<file path="src/rtl/sram_bus_arb_if.sv">
// SRAM-style request/response bus shared by both requesters and the memory port.
//   master modport: drives req, wr, size, wstrb, addr, wdata; receives addr_ok, data_ok, rdata
//   slave  modport: receives the request fields; drives addr_ok, data_ok, rdata
// size: 0 = byte, 1 = half, 2 = word. wr: 1 = write, 0 = read.
interface sram_bus_arb_if;
  logic        req;
  logic        wr;
  logic [1:0]  size;
  logic [3:0]  wstrb;
  logic [31:0] addr;
  logic [31:0] wdata;
  logic        addr_ok;
  logic        data_ok;
  logic [31:0] rdata;

  modport master (
    output req, wr, size, wstrb, addr, wdata,
    input  addr_ok, data_ok, rdata
  );

  modport slave (
    input  req, wr, size, wstrb, addr, wdata,
    output addr_ok, data_ok, rdata
  );
endinterface

</file>
<file path="src/rtl/sram_bus_arb.sv">
// Two-requester arbiter (instruction fetch and data) onto a single SRAM-style memory port.
// At most one transaction is outstanding. Ties alternate, starting with data after reset.
// Ports:
//   clk         - clock, all state on the rising edge
//   reset       - asynchronous, active-high
//   inst_cancel - flush: suppress the response of an in-flight inst transaction
//   inst, data  - requester buses (slave side of sram_bus_arb_if)
//   mem         - shared memory port (master side of sram_bus_arb_if)
module sram_bus_arb (
  input  logic          clk,
  input  logic          reset,
  input  logic          inst_cancel,
  sram_bus_arb_if.slave  inst,
  sram_bus_arb_if.slave  data,
  sram_bus_arb_if.master mem
);

  typedef enum logic [1:0] {StIdle, StAddr, StResp} state_e;
  typedef enum logic {OwnInst = 1'b0, OwnData = 1'b1} owner_e;

  state_e state_q;
  owner_e owner_q;
  owner_e last_owner_q;
  logic   discard_q;

  owner_e grant;
  logic   any_req;
  logic   in_addr;
  logic   in_resp;
  logic   inst_owns;
  logic   cancel_hit;
  logic   retire;

  // On a tie the requester not served last wins.
  always_comb begin
    grant = OwnInst;
    if (data.req && (!inst.req || (last_owner_q == OwnInst))) begin
      grant = OwnData;
    end
  end

  assign any_req    = inst.req | data.req;
  assign in_addr    = (state_q == StAddr);
  assign in_resp    = (state_q == StResp);
  assign inst_owns  = (owner_q == OwnInst);
  assign cancel_hit = inst_cancel & inst_owns & (in_addr | in_resp);
  assign retire     = in_resp & mem.data_ok;

  // Grants are only evaluated in StIdle, so a retiring cycle never grants: one idle
  // cycle always separates transactions.
  always_ff @(posedge clk or posedge reset) begin
    if (reset) begin
      state_q      <= StIdle;
      owner_q      <= OwnInst;
      last_owner_q <= OwnInst;
      discard_q    <= 1'b0;
    end else begin
      unique case (state_q)
        StIdle: begin
          if (any_req) begin
            owner_q <= grant;
            state_q <= StAddr;
          end
        end
        StAddr: begin
          if (cancel_hit) begin
            discard_q <= 1'b1;
          end
          if (mem.addr_ok) begin
            last_owner_q <= owner_q;
            state_q      <= StResp;
          end
        end
        StResp: begin
          if (mem.data_ok) begin
            discard_q <= 1'b0;
            state_q   <= StIdle;
          end else if (cancel_hit) begin
            discard_q <= 1'b1;
          end
        end
        default: state_q <= StIdle;
      endcase
    end
  end

  // Memory request: owner's fields while in StAddr, all zero otherwise.
  always_comb begin
    mem.req   = 1'b0;
    mem.wr    = 1'b0;
    mem.size  = 2'd0;
    mem.wstrb = 4'd0;
    mem.addr  = 32'd0;
    mem.wdata = 32'd0;
    if (in_addr) begin
      mem.req = 1'b1;
      if (inst_owns) begin
        mem.wr    = inst.wr;
        mem.size  = inst.size;
        mem.wstrb = inst.wstrb;
        mem.addr  = inst.addr;
        mem.wdata = inst.wdata;
      end else begin
        mem.wr    = data.wr;
        mem.size  = data.size;
        mem.wstrb = data.wstrb;
        mem.addr  = data.addr;
        mem.wdata = data.wdata;
      end
    end
  end

  // Handshakes pass straight through to the owner; a same-cycle cancel also
  // suppresses the inst response.
  assign inst.addr_ok = in_addr & inst_owns & mem.addr_ok;
  assign data.addr_ok = in_addr & ~inst_owns & mem.addr_ok;
  assign inst.data_ok = retire & inst_owns & ~discard_q & ~inst_cancel;
  assign data.data_ok = retire & ~inst_owns;
  assign inst.rdata   = inst.data_ok ? mem.rdata : 32'd0;
  assign data.rdata   = data.data_ok ? mem.rdata : 32'd0;

endmodule

</file>
<file path="src/flat_wrapper.sv">
// flat-port wrapper written by rule: the top's interface ports become plain ports
module sram_bus_arb_flat 
  (clk, reset, inst_cancel, inst_req, inst_wr, inst_size, inst_wstrb, inst_addr, inst_wdata, inst_addr_ok, inst_data_ok, inst_rdata, data_req, data_wr, data_size, data_wstrb, data_addr, data_wdata, data_addr_ok, data_data_ok, data_rdata, mem_req, mem_wr, mem_size, mem_wstrb, mem_addr, mem_wdata, mem_addr_ok, mem_data_ok, mem_rdata);
  sram_bus_arb_if inst_i ();
  sram_bus_arb_if data_i ();
  sram_bus_arb_if mem_i ();
  input  logic clk;
  input  logic reset;
  input  logic inst_cancel;
  input wire logic [$bits(inst_i.req)-1:0] inst_req;
  input wire logic [$bits(inst_i.wr)-1:0] inst_wr;
  input wire logic [$bits(inst_i.size)-1:0] inst_size;
  input wire logic [$bits(inst_i.wstrb)-1:0] inst_wstrb;
  input wire logic [$bits(inst_i.addr)-1:0] inst_addr;
  input wire logic [$bits(inst_i.wdata)-1:0] inst_wdata;
  output wire logic [$bits(inst_i.addr_ok)-1:0] inst_addr_ok;
  output wire logic [$bits(inst_i.data_ok)-1:0] inst_data_ok;
  output wire logic [$bits(inst_i.rdata)-1:0] inst_rdata;
  input wire logic [$bits(data_i.req)-1:0] data_req;
  input wire logic [$bits(data_i.wr)-1:0] data_wr;
  input wire logic [$bits(data_i.size)-1:0] data_size;
  input wire logic [$bits(data_i.wstrb)-1:0] data_wstrb;
  input wire logic [$bits(data_i.addr)-1:0] data_addr;
  input wire logic [$bits(data_i.wdata)-1:0] data_wdata;
  output wire logic [$bits(data_i.addr_ok)-1:0] data_addr_ok;
  output wire logic [$bits(data_i.data_ok)-1:0] data_data_ok;
  output wire logic [$bits(data_i.rdata)-1:0] data_rdata;
  output wire logic [$bits(mem_i.req)-1:0] mem_req;
  output wire logic [$bits(mem_i.wr)-1:0] mem_wr;
  output wire logic [$bits(mem_i.size)-1:0] mem_size;
  output wire logic [$bits(mem_i.wstrb)-1:0] mem_wstrb;
  output wire logic [$bits(mem_i.addr)-1:0] mem_addr;
  output wire logic [$bits(mem_i.wdata)-1:0] mem_wdata;
  input wire logic [$bits(mem_i.addr_ok)-1:0] mem_addr_ok;
  input wire logic [$bits(mem_i.data_ok)-1:0] mem_data_ok;
  input wire logic [$bits(mem_i.rdata)-1:0] mem_rdata;
  assign inst_i.req = inst_req;
  assign inst_i.wr = inst_wr;
  assign inst_i.size = inst_size;
  assign inst_i.wstrb = inst_wstrb;
  assign inst_i.addr = inst_addr;
  assign inst_i.wdata = inst_wdata;
  assign inst_addr_ok = inst_i.addr_ok;
  assign inst_data_ok = inst_i.data_ok;
  assign inst_rdata = inst_i.rdata;
  assign data_i.req = data_req;
  assign data_i.wr = data_wr;
  assign data_i.size = data_size;
  assign data_i.wstrb = data_wstrb;
  assign data_i.addr = data_addr;
  assign data_i.wdata = data_wdata;
  assign data_addr_ok = data_i.addr_ok;
  assign data_data_ok = data_i.data_ok;
  assign data_rdata = data_i.rdata;
  assign mem_req = mem_i.req;
  assign mem_wr = mem_i.wr;
  assign mem_size = mem_i.size;
  assign mem_wstrb = mem_i.wstrb;
  assign mem_addr = mem_i.addr;
  assign mem_wdata = mem_i.wdata;
  assign mem_i.addr_ok = mem_addr_ok;
  assign mem_i.data_ok = mem_data_ok;
  assign mem_i.rdata = mem_rdata;
  sram_bus_arb u_core (.clk(clk), .reset(reset), .inst_cancel(inst_cancel), .inst(inst_i), .data(data_i), .mem(mem_i));
endmodule
</file>
<file path="config.mk">
export PLATFORM = sky130hd
export DESIGN_NAME = sram_bus_arb_flat
export DESIGN_NICKNAME = d
export VERILOG_FILES = /design/src/rtl/sram_bus_arb_if.sv /design/src/rtl/sram_bus_arb.sv /design/src/flat_wrapper.sv
export SDC_FILE = /design/constraint.sdc
export NUM_CORES = 1
export LEC_CHECK = 0
export BUFFER_PORTS_ARGS = -buffer_cell sky130_fd_sc_hd__buf_2
export CORE_AREA = 2 2 124 126
export CTS_CLUSTER_SIZE = 16
export DETAILED_ROUTE_END_ITERATION = 10
export DIE_AREA = 0 0 126 128
export GPL_ROUTABILITY_DRIVEN = 0
export MAX_ROUTING_LAYER = met4
export PLACE_DENSITY = 0.51
export SETUP_SLACK_MARGIN = 0.1
export SLEW_MARGIN = 20
export SYNTH_ARGS = -nofsm -noshare
export SYNTH_HDL_FRONTEND = slang
export SYNTH_SLANG_ARGS = --single-unit
</file>
<file path="constraint.sdc">
create_clock -name clk -period 1.6 [get_ports clk]
set_input_delay 0.08 -clock clk [delete_from_list [all_inputs] [get_ports clk]]
set_output_delay 0.08 -clock clk [all_outputs]
set_load 0.01 [all_outputs]
</file>
==> results_dict.tcl <==
set metrics [dict create \
    grt_pass1_wl_um 16000 \
    worst-path-max-fanout 8 \
    hold_viol 0 \
    ir_drop_mv 0.558 \
    ys_types 23 \
    cts.sinks 5 \
    hold_path_class "in -> reg" \
    gr-total-overflow 0 \
    arrival_ps 1590 \
    synthCells 260 \
    wl_per_cell_um 15.3 \
    cts.htree.levels 1 \
    status "finished with violations" \
    cts_buffers 3 \
    n_antenna_cell 0 \
    grt_pass1_vias 2805 \
    fin_crit_sh_pct 104 \
    antenna_found_initial 0 \
    layoutNonFillerInstCount 799 \
    io_pins 321 \
    dp.cells 761 \
    drt-initial-drc-count 56 \
    fin_crit_ps 1670 \
    routed_wl_um 12300 \
    coreArea_sq_mm 0.0149 \
    cp.required_ps 1520 \
    vias 3105 \
    ant_nets 0 \
    timing.rr.end "u_core.state_q[1]$_DFFE_PP0P_" \
    syn_avg_cell_area_sq_um 7.83 \
    maxCapViolCount 0 \
    setup_slack_ps -71.8 \
    fp.dieW_um 126 \
    yosys-top-cells-area "mux2i_1 35%, nor2b_1 22%, and2_1 20%" \
    clock-root-buffer "clkbuf_16" \
    tightest_slew_ps 247 \
    rsz0062_at_grt "true" \
    dieArea_sq_mm 0.0161 \
    yosysWarningCount 0 \
    setup_viol 90 \
    synth_top_area_share_pct 34.9 \
    final_common_cell "buf_2" \
    power_uw 6970 \
    vias_per_cell 3.89 \
    r2r_slack_ps 10 \
    portBuffers 320 \
    clock_latency_ps 230 \
    postLayoutCoreUtil_pct 33.5 \
    rows 45 \
    holdCritStartpoint "mem_data_ok" \
    drive_gt1_share_pct 68.6 \
    drc 0 \
    p_per_area_mw_per_mm2 1400 \
    whs_endpoint "u_core.discard_q$_DFFE_PP0P_" \
    hold_depth 2 \
    max_slew_margin_pct 83.1 \
    syn_area_sq_mm 0.00204 \
    cts_tree "built" \
    yosys.area.top_type "mux2i_1" \
    final_nets 797 \
    syn-num-nets 445 \
    leakage_uw 0.00290 \
    start_util_pct 13.7 \
    seq_area_frac_synth_pct 6.15 \
    die_h_um 128 \
    dr.pass1.iters 4 \
    clk_pin_slew_worst_paths_ps 30 \
    layout_common_cells "294 x buf_2, 68 x mux2i_1, 60 x nor2b_1" \
    startpoint_type "register" \
    cts_buffer_depth 2 \
    yosys_register_bits 5 \
    grt_max_degree 34 \
    end_kind "primary output" \
    critical_path_class "reg -> out" \
    clock_skew_ps 1.34 \
    worstRegToRegCells 5 \
    clock.fmax_mhz 598 \
    hpwl_um 7930 \
    r2r_start "u_core.state_q[1]$_DFFE_PP0P_" \
    slew_violations 0 \
    area_growth_pct 145 \
    grt_usage_pct 13.5 \
    failed_checks "setup timing" \
]
==> timing repair <==
action                     in CTS  in global routing
hold buffers                    1                  0
resized for setup              50                 55
pin swaps                       9                 16
cloned                         12                  1
setup endpoints to repair     140                141
hold endpoints to repair        5                  0
setup buffers                  13                  7
==> cells in the mapped netlist, drive strengths merged <==
| library cell | n |
|---|---|
| nor2b | 72 |
| mux2i | 71 |
| and2 | 64 |
| buf | 11 |
| clkbuf | 11 |
| dfrtp | 5 |
| ha | 4 |
| inv | 4 |
| nand2 | 4 |
| nor2 | 4 |
| a31oi | 2 |
| a211oi | 1 |
| a21o | 1 |
| a32o | 1 |
| and2b | 1 |
| mux2 | 1 |
| nor3 | 1 |
| nor4 | 1 |
| o32a | 1 |
==> routing by layer <==
| layer | global-route usage [%] | share of wire [%] |
|---|---|---|
| met1 | 14.9 | 38 |
| met2 | 26.9 | 55 |
| met3 | 1.25 | 7.2 |
| met4 | 1.36 | 0.34 |
| met5 | - | 0 |
==> how the worst max path moves through the flow <==
stage                                  startpoint                            end  slack (ps)  cells after the start
global route        u_core.state_q[0]$_DFFE_PP0P_                 inst_rdata[27]        -140                      7
global placement    u_core.state_q[0]$_DFFE_PP0P_  u_core.state_q[1]$_DFFE_PP0P_         130                      5
detailed placement  u_core.state_q[0]$_DFFE_PP0P_  u_core.state_q[1]$_DFFE_PP0P_         100                      5
CTS                 u_core.state_q[0]$_DFFE_PP0P_                  data_rdata[4]         -90                      7
finish                 u_core.owner_q$_DFFE_PP0P_                 data_rdata[17]         -70                      6
floorplan           u_core.state_q[0]$_DFFE_PP0P_  u_core.state_q[1]$_DFFE_PP0P_          90                      5
==> layout make-up <==
| class | count | area, sq um |
|---|---|---|
| multi-input cells | 229 | 1940 |
| fillers | 1587 | 9890 |
| flip-flops and latches | 5 | 130 |
| repair buffers | 369 | 2580 |
| inverters | 4 | 15.0 |
| clock buffers | 4 | 78.8 |
| well taps | 188 | 235 |
==> power breakdown <==
part	internal (uW)	leakage (uW)	switching (uW)
Sequential	201	0.0000573	76.7
Clock	331	0.0000382	86.1
Combinational	3610	0.00280	2670
Total	4140	0.00290	2830
==> flip-flops by register name (all words and copies together), names as in the netlist <==
signal and flops:
u_core.state_q 2, u_core.owner_q 1, u_core.discard_q 1, u_core.last_owner_q 1
==> critical path, stage by stage, from the launching register on <==
cell	delay (ps)
dfrtp_4	510
inv_1	190
nor2_4	90
buf_4	150
buf_16	130
and2_1	150
buf_2	140
==> stage by stage <==
step | area, sq um | setup TNS [ps] | hold WS, ps | worst slack [ps]
after floorplan | 2050 | 0 | -141 | 86.7
after global placement | 3930 | 0 | -8.37 | 129
after detailed placement | 3930 | 0 | -8.45 | 105
after CTS | 4670 | -5910 | 119 | -94.4
after global routing | 4980 | -11440 | 134 | -139
final | 4980 | -2300 | 118 | -71.8
==> kinds of logic after synthesis <==
kind of cell / count (synthesis) / share of synthesized area, %
buf+inv: 26 / 8.30
simple gates: 147 / 45.1
compound gates: 6 / 2.58
fa+ha+maj: 4 / 2.46
mux: 72 / 35.5
flops: 5 / 6.15
Power figures use the tool's default switching activity.
